==> src/rtl/cpu_pkg.sv <==
// Shared definitions for the 16-bit datapath: field layout, opcodes,
// immediate-class membership and the decoded-word record.
package cpu_pkg;

    localparam int DATA_W  = 16;
    localparam int FIELD_W = 4;
    localparam int OPC_LSB = 12;
    localparam int RD_LSB  = 8;
    localparam int RS_LSB  = 4;
    localparam int RT_LSB  = 0;

    typedef enum logic [3:0] {
        OP_ADD  = 4'h0,
        OP_ADDI = 4'h1,
        OP_SUB  = 4'h2,
        OP_AND  = 4'h3,
        OP_LW   = 4'h4,
        OP_SW   = 4'h5,
        OP_OR   = 4'h6,
        OP_BEQ  = 4'h7,
        OP_JMP  = 4'h8
    } opcode_e;

    // One bit per opcode value; set bits use the rt field as imm4.
    localparam logic [15:0] IMM_CLASS_MASK = (16'd1 << OP_ADDI) | (16'd1 << OP_LW)
                                           | (16'd1 << OP_SW)   | (16'd1 << OP_BEQ);

    typedef struct packed {
        logic [FIELD_W-1:0] opcode;
        logic [FIELD_W-1:0] rd;
        logic [FIELD_W-1:0] rs;
        logic [FIELD_W-1:0] rt;
    } dec_word_t;

    typedef enum logic {
        SKID_EMPTY = 1'b0,
        SKID_FULL  = 1'b1
    } skid_state_e;

    function automatic dec_word_t split_fields(input logic [DATA_W-1:0] w);
        dec_word_t d;
        d.opcode = w[OPC_LSB +: FIELD_W];
        d.rd     = w[RD_LSB  +: FIELD_W];
        d.rs     = w[RS_LSB  +: FIELD_W];
        d.rt     = w[RT_LSB  +: FIELD_W];
        return d;
    endfunction

    function automatic logic is_imm_op(input logic [FIELD_W-1:0] op);
        return IMM_CLASS_MASK[op];
    endfunction

endpackage

==> src/rtl/id_stage_if.sv <==
// Fetch-side and execute-side handshake bundle of the decode stage.
// master = surrounding pipeline, slave = id_stage.
interface id_stage_if;
    import cpu_pkg::*;

    logic              in_valid;
    logic              in_ready;
    logic [DATA_W-1:0] in_instr;
    logic              flush;
    logic              out_valid;
    logic              out_ready;
    logic [3:0]        out_opcode;
    logic [3:0]        out_rd;
    logic [3:0]        out_rs;
    logic [3:0]        out_rt;
    logic [3:0]        out_imm4;
    logic [DATA_W-1:0] out_imm16;
    logic              out_is_imm;
    logic [15:0]       dec_count;

    modport master (
        output in_valid, in_instr, flush, out_ready,
        input  in_ready, out_valid, out_opcode, out_rd, out_rs, out_rt,
               out_imm4, out_imm16, out_is_imm, dec_count
    );

    modport slave (
        input  in_valid, in_instr, flush, out_ready,
        output in_ready, out_valid, out_opcode, out_rd, out_rs, out_rt,
               out_imm4, out_imm16, out_is_imm, dec_count
    );

endinterface

==> src/rtl/id_skid_buf.sv <==
// Generic valid/ready two-entry skid buffer: main entry drives the output,
// skid entry absorbs one word while stalled; in_ready is a flop.
module id_skid_buf
    import cpu_pkg::*;
#(
    parameter int W = 16
) (
    input  logic         clk,
    input  logic         rst_n,
    input  logic         flush,
    input  logic         in_valid,
    output logic         in_ready,
    input  logic [W-1:0] in_data,
    output logic         out_valid,
    input  logic         out_ready,
    output logic [W-1:0] out_data
);
    skid_state_e  state_reg,      state_next;
    logic         main_valid_reg, main_valid_next;
    logic [W-1:0] main_data_reg,  main_data_next;
    logic [W-1:0] skid_data_reg,  skid_data_next;
    logic         ready_reg,      ready_next;
    logic         in_xfer;
    logic         out_xfer;

    assign in_xfer   = in_valid && ready_reg;
    assign out_xfer  = main_valid_reg && out_ready;
    assign in_ready  = ready_reg;
    assign out_valid = main_valid_reg;
    assign out_data  = main_data_reg;

    // ready_reg resets low so that in_ready rises on the first edge after release.
    always_ff @(posedge clk or negedge rst_n) begin
        if (!rst_n) begin
            state_reg      <= SKID_EMPTY;
            main_valid_reg <= 1'b0;
            main_data_reg  <= '0;
            skid_data_reg  <= '0;
            ready_reg      <= 1'b0;
        end else begin
            state_reg      <= state_next;
            main_valid_reg <= main_valid_next;
            main_data_reg  <= main_data_next;
            skid_data_reg  <= skid_data_next;
            ready_reg      <= ready_next;
        end
    end

    always_comb begin
        state_next      = state_reg;
        main_valid_next = main_valid_reg;
        main_data_next  = main_data_reg;
        skid_data_next  = skid_data_reg;
        if (flush) begin
            state_next      = SKID_EMPTY;
            main_valid_next = 1'b0;
        end else begin
            case (state_reg)
                SKID_EMPTY: begin
                    if (in_xfer) begin
                        if (!main_valid_reg || out_ready) begin
                            main_data_next  = in_data;
                            main_valid_next = 1'b1;
                        end else begin
                            skid_data_next = in_data;
                            state_next     = SKID_FULL;
                        end
                    end else if (out_xfer) begin
                        main_valid_next = 1'b0;
                    end
                end
                SKID_FULL: begin
                    if (out_xfer) begin
                        main_data_next = skid_data_reg;
                        state_next     = SKID_EMPTY;
                    end
                end
                default: state_next = SKID_EMPTY;
            endcase
        end
        ready_next = (state_next == SKID_EMPTY);
    end

endmodule

==> src/rtl/sign_ext4.sv <==
// 4-to-16 sign extender feeding the ALU immediate operand.
module sign_ext4 (
    input  logic [3:0]  imm4,
    output logic [15:0] imm16
);
    assign imm16[3:0] = imm4;

    for (genvar gi = 4; gi < 16; gi++) begin : g_ext
        assign imm16[gi] = imm4[3];
    end

endmodule

==> src/rtl/id_stage.sv <==
// Instruction-decode stage: registers fetched words and presents decoded fields.
// Define IDSKID_EN for a two-entry skid buffer with registered in_ready.
module id_stage
    import cpu_pkg::*;
(
    input  logic      clk,
    input  logic      rst_n,
    id_stage_if.slave bus
);
    logic              main_valid;
    logic [DATA_W-1:0] main_word;
    logic              in_ready;
    dec_word_t         dec;
    logic [DATA_W-1:0] imm16;
    logic [15:0]       dec_count_reg;

`ifdef IDSKID_EN
    id_skid_buf #(.W(DATA_W)) u_skid (
        .clk       (clk),
        .rst_n     (rst_n),
        .flush     (bus.flush),
        .in_valid  (bus.in_valid),
        .in_ready  (in_ready),
        .in_data   (bus.in_instr),
        .out_valid (main_valid),
        .out_ready (bus.out_ready),
        .out_data  (main_word)
    );
`else
    logic              main_valid_reg;
    logic [DATA_W-1:0] main_word_reg;
    logic              in_xfer;

    // Combinational ready: a held word can be replaced when execute takes it.
    assign in_ready = !main_valid_reg || bus.out_ready;
    assign in_xfer  = bus.in_valid && in_ready && !bus.flush;

    always_ff @(posedge clk or negedge rst_n) begin
        if (!rst_n) begin
            main_valid_reg <= 1'b0;
            main_word_reg  <= '0;
        end else if (bus.flush) begin
            main_valid_reg <= 1'b0;
        end else if (in_xfer) begin
            main_valid_reg <= 1'b1;
            main_word_reg  <= bus.in_instr;
        end else if (bus.out_ready) begin
            main_valid_reg <= 1'b0;
        end
    end

    assign main_valid = main_valid_reg;
    assign main_word  = main_word_reg;
`endif

    // Output transfers count even in a flush cycle.
    always_ff @(posedge clk or negedge rst_n) begin
        if (!rst_n) begin
            dec_count_reg <= '0;
        end else if (main_valid && bus.out_ready) begin
            dec_count_reg <= dec_count_reg + 16'd1;
        end
    end

    assign dec = split_fields(main_word);

    sign_ext4 u_sext (
        .imm4  (dec.rt),
        .imm16 (imm16)
    );

    assign bus.in_ready   = in_ready;
    assign bus.out_valid  = main_valid;
    assign bus.out_opcode = dec.opcode;
    assign bus.out_rd     = dec.rd;
    assign bus.out_rs     = dec.rs;
    assign bus.out_rt     = dec.rt;
    assign bus.out_imm4   = dec.rt;
    assign bus.out_imm16  = imm16;
    assign bus.out_is_imm = is_imm_op(dec.opcode);
    assign bus.dec_count  = dec_count_reg;

endmodule

==> src/flat_wrapper.sv <==
// flat-port wrapper written by rule: the top's interface ports become plain ports
module id_stage_flat import cpu_pkg::*;
  (clk, rst_n, bus_in_valid, bus_in_instr, bus_flush, bus_out_ready, bus_in_ready, bus_out_valid, bus_out_opcode, bus_out_rd, bus_out_rs, bus_out_rt, bus_out_imm4, bus_out_imm16, bus_out_is_imm, bus_dec_count);
  id_stage_if bus_i ();
  input  logic clk;
  input  logic rst_n;
  input wire logic [$bits(bus_i.in_valid)-1:0] bus_in_valid;
  input wire logic [$bits(bus_i.in_instr)-1:0] bus_in_instr;
  input wire logic [$bits(bus_i.flush)-1:0] bus_flush;
  input wire logic [$bits(bus_i.out_ready)-1:0] bus_out_ready;
  output wire logic [$bits(bus_i.in_ready)-1:0] bus_in_ready;
  output wire logic [$bits(bus_i.out_valid)-1:0] bus_out_valid;
  output wire logic [$bits(bus_i.out_opcode)-1:0] bus_out_opcode;
  output wire logic [$bits(bus_i.out_rd)-1:0] bus_out_rd;
  output wire logic [$bits(bus_i.out_rs)-1:0] bus_out_rs;
  output wire logic [$bits(bus_i.out_rt)-1:0] bus_out_rt;
  output wire logic [$bits(bus_i.out_imm4)-1:0] bus_out_imm4;
  output wire logic [$bits(bus_i.out_imm16)-1:0] bus_out_imm16;
  output wire logic [$bits(bus_i.out_is_imm)-1:0] bus_out_is_imm;
  output wire logic [$bits(bus_i.dec_count)-1:0] bus_dec_count;
  assign bus_i.in_valid = bus_in_valid;
  assign bus_i.in_instr = bus_in_instr;
  assign bus_i.flush = bus_flush;
  assign bus_i.out_ready = bus_out_ready;
  assign bus_in_ready = bus_i.in_ready;
  assign bus_out_valid = bus_i.out_valid;
  assign bus_out_opcode = bus_i.out_opcode;
  assign bus_out_rd = bus_i.out_rd;
  assign bus_out_rs = bus_i.out_rs;
  assign bus_out_rt = bus_i.out_rt;
  assign bus_out_imm4 = bus_i.out_imm4;
  assign bus_out_imm16 = bus_i.out_imm16;
  assign bus_out_is_imm = bus_i.out_is_imm;
  assign bus_dec_count = bus_i.dec_count;
  id_stage u_core (.clk(clk), .rst_n(rst_n), .bus(bus_i));
endmodule
==> config.mk <==
export PLATFORM = sky130hd
export DESIGN_NAME = id_stage_flat
export DESIGN_NICKNAME = d
export VERILOG_FILES = /design/src/rtl/cpu_pkg.sv /design/src/rtl/id_stage_if.sv /design/src/rtl/id_skid_buf.sv /design/src/rtl/sign_ext4.sv /design/src/rtl/id_stage.sv /design/src/flat_wrapper.sv
export SDC_FILE = /design/constraint.sdc
export NUM_CORES = 1
export LEC_CHECK = 0
export CAP_MARGIN = 15
export CORE_MARGIN = 2
export CORE_UTILIZATION = 43
export DETAILED_ROUTE_END_ITERATION = 8
export PLACE_DENSITY_LB_ADDON = 0.1
export SETUP_SLACK_MARGIN = 0.3
export SLEW_MARGIN = 20
export SYNTH_ARGS = -nofsm -noshare
export SYNTH_HDL_FRONTEND = slang
export SYNTH_SLANG_ARGS = --single-unit
==> constraint.sdc <==
create_clock -name clk -period 2.9 [get_ports clk]
set_input_delay 0.29 -clock clk [delete_from_list [all_inputs] [get_ports clk]]
set_output_delay 0.29 -clock clk [all_outputs]
set_load 0.01 [all_outputs]
Yosys cells after proc, flatten, opt, wreduce, memory -nomap -nowiden --
Memories as Yosys holds them, arrays and structs flattened. Cells that the tools add are included. W data, S select, Z words.
Storage, ports and cells: output and inout port bits 55, ROM bits 16, input port bits 21, register bits 33, word-level logic and storage cells 19, memories kept 1
Cells by class: bitwise operators 1, reduce and logical (&&, ||, !) cells 8, order comparisons 1, muxes and demuxes 4, $add $sub $neg 1
Memories:
- (name not given) | words 16, bits a word 1, rd ports 1, clocked after Yosys merged registers in 0, write ports 0, RTL line cpu_pkg.sv:50 | return IMM_CLASS_MASK[op];
Operators with widths (number):
- $add A16 B1 Y16 const B | 1
- $lt A4 B5 Y1 const B | 1
- $mux W1 | 4
- $logic_and A1 B1 Y1 | 3
- $reduce_bool A3 Y1 | 1
- $logic_not A1 Y1 | 2
- $reduce_and A2 Y1 | 1
- $logic_or A1 B1 Y1 | 1
- $not A1 Y1 | 1

Depth between registers and ports, before layout --
word-level depth 6, mapped depth 5, gate-level depth less buffers 5

Hierarchy --
From an unflattened synthesis, not the netlist that was laid out.
Unflattened totals: cells, all modules 124, area, all modules 1519.0 um2
By module, submodules not included:
- id_stage | seq. area each 825.8 um2, instances 1, area each 1398.8 um2, cells an instance 108
- sign_ext4 | seq. area each 0.0 um2, instances 1, area each 120.1 um2, cells an instance 16

Least setup slack after synthesis --
OpenSTA, ideal clock, no wires.
path type reg-to-reg, start reg u_core.main_valid_reg (netlist: u_core.bus.out_valid), end reg u_core.main_word_reg[0] (netlist: u_core.dec[0]), stages on the path, launching flop included 5, arrival 1.422 ns, clock period less this slack 1.550 ns, library setup time 0.127 ns, setup slack 1.350 ns, buffers on the path 1, required time 2.773 ns, cells stage by stage dfrtp_1 nor2b_2 nor3b_4 buf_6 mux2_1
Between the ends: word-level cells in the longest chain between the ends 5
Ends and longest elaborated chain:
- start: declaration | RTL line id_stage.sv:30 | logic main_valid_reg;
- start signal: assignment | RTL line id_stage.sv:40 | main_valid_reg <= 1'b0;
- start signal: assignment | RTL line id_stage.sv:43 | main_valid_reg <= 1'b0;
- start signal: assignment | RTL line id_stage.sv:45 | main_valid_reg <= 1'b1;
- $logic_not A1 Y1 | RTL line id_stage.sv:35 | assign in_ready = !main_valid_reg || bus.out_ready;
- $logic_or A1 B1 Y1 | RTL line id_stage.sv:35
- $logic_and A1 B1 Y1 (2 in series) | RTL line id_stage.sv:36 | assign in_xfer = bus.in_valid && in_ready && !bus.flush;
- $reduce_and A2 Y1 (no source line)
- end signal: assignment | RTL line id_stage.sv:46 | main_word_reg <= bus.in_instr;
- end: declaration | RTL line id_stage.sv:31 | logic [DATA_W-1:0] main_word_reg;
Every way passes these cells. A chain may end at the register's enable or synchronous reset.

Worst setup path in the final report --
start reg u_core.main_word_reg[12] (netlist: u_core.dec[12]), end out bus_out_is_imm
Between the ends: word-level cells in the longest chain between the ends 2
Ends and longest elaborated chain:
- $mem_v2 Z16 W1
- $mux W1 (not written as such) | RTL line cpu_pkg.sv:50
- end: declaration | RTL line flat_wrapper.sv:19 | output wire logic [$bits(bus_i.out_is_imm)-1:0] bus_out_is_imm;
Every way passes these cells. The select of a mux whose other input is x is not followed.

==> results.json <==
{
  "numCtsBuffers": 5,
  "seqPwrFrac_pct": 44.7,
  "die_w_um": 63.3,
  "outcome": "complete, no violations",
  "clock.fmax_ghz": 0.548,
  "ios": 76,
  "wl_per_cell_um": 12.6,
  "synthTopCellsByCount": "dfrtp_1, buf_4, mux2_1, xnor2_1",
  "hold_class": "in -> async",
  "die_area_um2": 4010,
  "gp_congestion": 0.714,
  "cts_hold_buf": 0,
  "skew_ps": 5.02,
  "dp_slack_ps": 776,
  "utilization_pct": 66.5,
  "ant_nets": 0,
  "wirelength_um": 2860,
  "period_share_pct": 63.0,
  "required_ps": 2610,
  "cts_tree": "built",
  "antenna_found_initial": 0,
  "drtIter0Drc": 19,
  "peakVddDrop_v": 0.000411,
  "max_slew_margin_pct": 48.4,
  "ys_ff_latch": 33,
  "powerDensity_nw_per_um2": 622,
  "reg2reg_slack_ps": 1110,
  "synth_flop_cell": "dfrtp_1",
  "slowest_stage": "clkdlybuf4s50_1",
  "end_kind": "output pin",
  "finalCriticalPeriod_ps": 1830,
  "synthTopCellsByArea": "dfrtp_1, buf_4, mux2_1, xnor2_1, mux2_2",
  "grt_pass1_wl_um": 4780,
  "areaGrowthSynthToFinish_pct": 47.9,
  "start_kind": "register",
  "internal_power_mw": 0.980,
  "num_rows": 21,
  "grt_max_degree": 34,
  "post_cts_buffers": 0,
  "path_cells": "nor2_1, nor2_1, a21oi_1, nor2_1, clkdlybuf4s50_1",
  "yosysWarningCount": 0,
  "whs_ps": 365,
  "core_um2": 3360,
  "clock_latency_ps": 320,
  "setup_tns_ps": 0,
  "synth.avg_cell_area_um2": 12.8,
  "initial_core_util_pct": 45.0,
  "final_nets": 202,
  "rr_worst_depth": 3,
  "power_switching_mw": 0.410,
  "die_y_um": 63.3,
  "layout-drive-gt1-share_pct": 11.6,
  "critical_path_arrival_ps": 1540,
  "numPortBuffers": 75,
  "syn_inst": 118,
  "synth_nets": 140,
  "gr-total-overflow": 0,
  "syn_area_um2": 1510,
  "yosysSeqAreaShare_pct": 54.6,
  "worst_slack_ps": 1070,
  "switching_share_pct": 29.5,
  "clockBufferDepth": 2,
  "critPathTopFamily": "buffers and inverters",
  "power.static_leakage_nw": 0.959,
  "synth_largest_area_cell": "dfrtp_1",
  "path_clk_slew_ps": 100,
  "gr-usage-all-layers_pct": 15.4,
  "synth_most_common_cell": "dfrtp_1",
  "clock_sinks": 33,
  "crit_cells": 5,
  "worst_pin_slew_ps": 773,
  "cp_common_cell": "nor2_1",
  "combPwrFrac_pct": 34.6,
  "synth_edf_count": 0,
  "h-tree-depth": 2,
  "maxCapViolations": 0,
  "synthArstFlopShare_pct": 100,
  "clkPwrFrac_pct": 20.7,
  "crit_type": "reg -> out",
  "finalHoldViolCount": 0,
  "grt_pass1_vias": 1034,
  "synth_top_area_share_pct": 54.6,
  "vias": 1074,
  "yosysUniqueCellTypes": 21,
  "dp_hpwl_um": 2150,
  "dr.pass1.iters": 4,
  "crit_path_max_fanout": 4,
  "root_buffer": "clkbuf_4",
  "drc": 0,
  "post_cts_resized": 0,
  "finalSetupViolCount": 0,
  "vias_per_cell": 4.73,
  "rsz0062_at_grt": "false",
  "critical-path-max-stage-delay_ps": 530,
  "diodes": 0,
  "drv_slew": 0,
  "worst-path-buf-inv": 1
}
==> per-layer routing <==
| metal | up-vias | share of wire, % | GRT usage (%) | wire [um] |
|---|---|---|---|---|
| li1 | 501 | - | - | - |
| met5 | - | 0 | 0 | 0 |
| met1 | 520 | 40 | 17.7 | 1150 |
| met3 | 4 | 7.9 | 6.43 | 225 |
| met2 | 49 | 51 | 26.1 | 1460 |
| met4 | 0 | 0.59 | 4.89 | 17 |
==> final cells by class <==
| cell class | instances | area [um2] |
|---|---|---|
| fill | 270 | 1130 |
| sequential | 33 | 826 |
| timing repair buffer | 76 | 758 |
| multi-input combinational | 62 | 518 |
| clock buffer | 7 | 65.1 |
| tap | 46 | 57.6 |
| inverter | 2 | 7.51 |
| clock inverter | 1 | 5.00 |
==> power groups by stage <==
stage / logic [mW] / clock network, mW / registers (mW)
finish: 0.481 / 0.288 / 0.621
global route: 0.512 / 0.319 / 0.636
detailed placement: 0.486 / 0 / 0.628
CTS: 0.488 / 0.302 / 0.621
global placement: 0.480 / 0 / 0.624
floorplan: 0.204 / 0 / 0.654
==> cells in the final DEF (no fill, tap or decap), drive strengths merged <==
| cell type | count |
|---|---|
| nor4 | 1 |
| and4 | 1 |
| nor2b | 1 |
| nand4 | 2 |
| xnor2 | 10 |
| ha | 1 |
| clkdlybuf4s50 | 75 |
| nand3 | 5 |
| and3 | 4 |
| buf | 1 |
| nand2 | 5 |
| nor2 | 7 |
| a21oi | 1 |
| mux2 | 17 |
| nor3 | 1 |
| xor2 | 5 |
| inv | 2 |
| clkinv | 1 |
| nor3b | 1 |
| dfrtp | 33 |
| clkbuf | 7 |
==> metrics by stage <==
stage / std cells / power [mW] / instance area, um2
2_1_floorplan: 118 / 0.858 / 1510
3_3_place_gp: 219 / 1.10 / 2170
3_5_place_dp: 219 / 1.11 / 2170
4_1_cts: 227 / 1.41 / 2240
5_1_grt: 227 / 1.47 / 2240
6_report: 227 / 1.39 / 2240
==> logic make-up after synthesis <==
kind of cell	synth area share [%]
flip-flops	54.6
AO/OA/AOI/OAI	0.331
multiplexers	12.7
buffers and inverters	11.2
XOR/XNOR	8.68
adder cells (fa/ha/maj)	0.827
AND/OR/NAND/NOR	11.7
==> path summary, 6_finish.rpt <==
| path | start | endpoint |
|---|---|---|
| setup / recovery | u_core.dec[12] | bus_out_is_imm |
| hold / removal | rst_n | u_core.bus.out_valid |
| setup reg to reg | u_core.bus.out_valid | u_core.dec[8] |
| hold reg to reg | u_core.bus.dec_count[15] | u_core.bus.dec_count[15] |
| max in group asynchronous | rst_n | u_core.bus.dec_count[9] |
| min in group clk | u_core.bus.dec_count[15] | u_core.bus.dec_count[15] |
No activity file was read; power rests on OpenSTA's default activity.
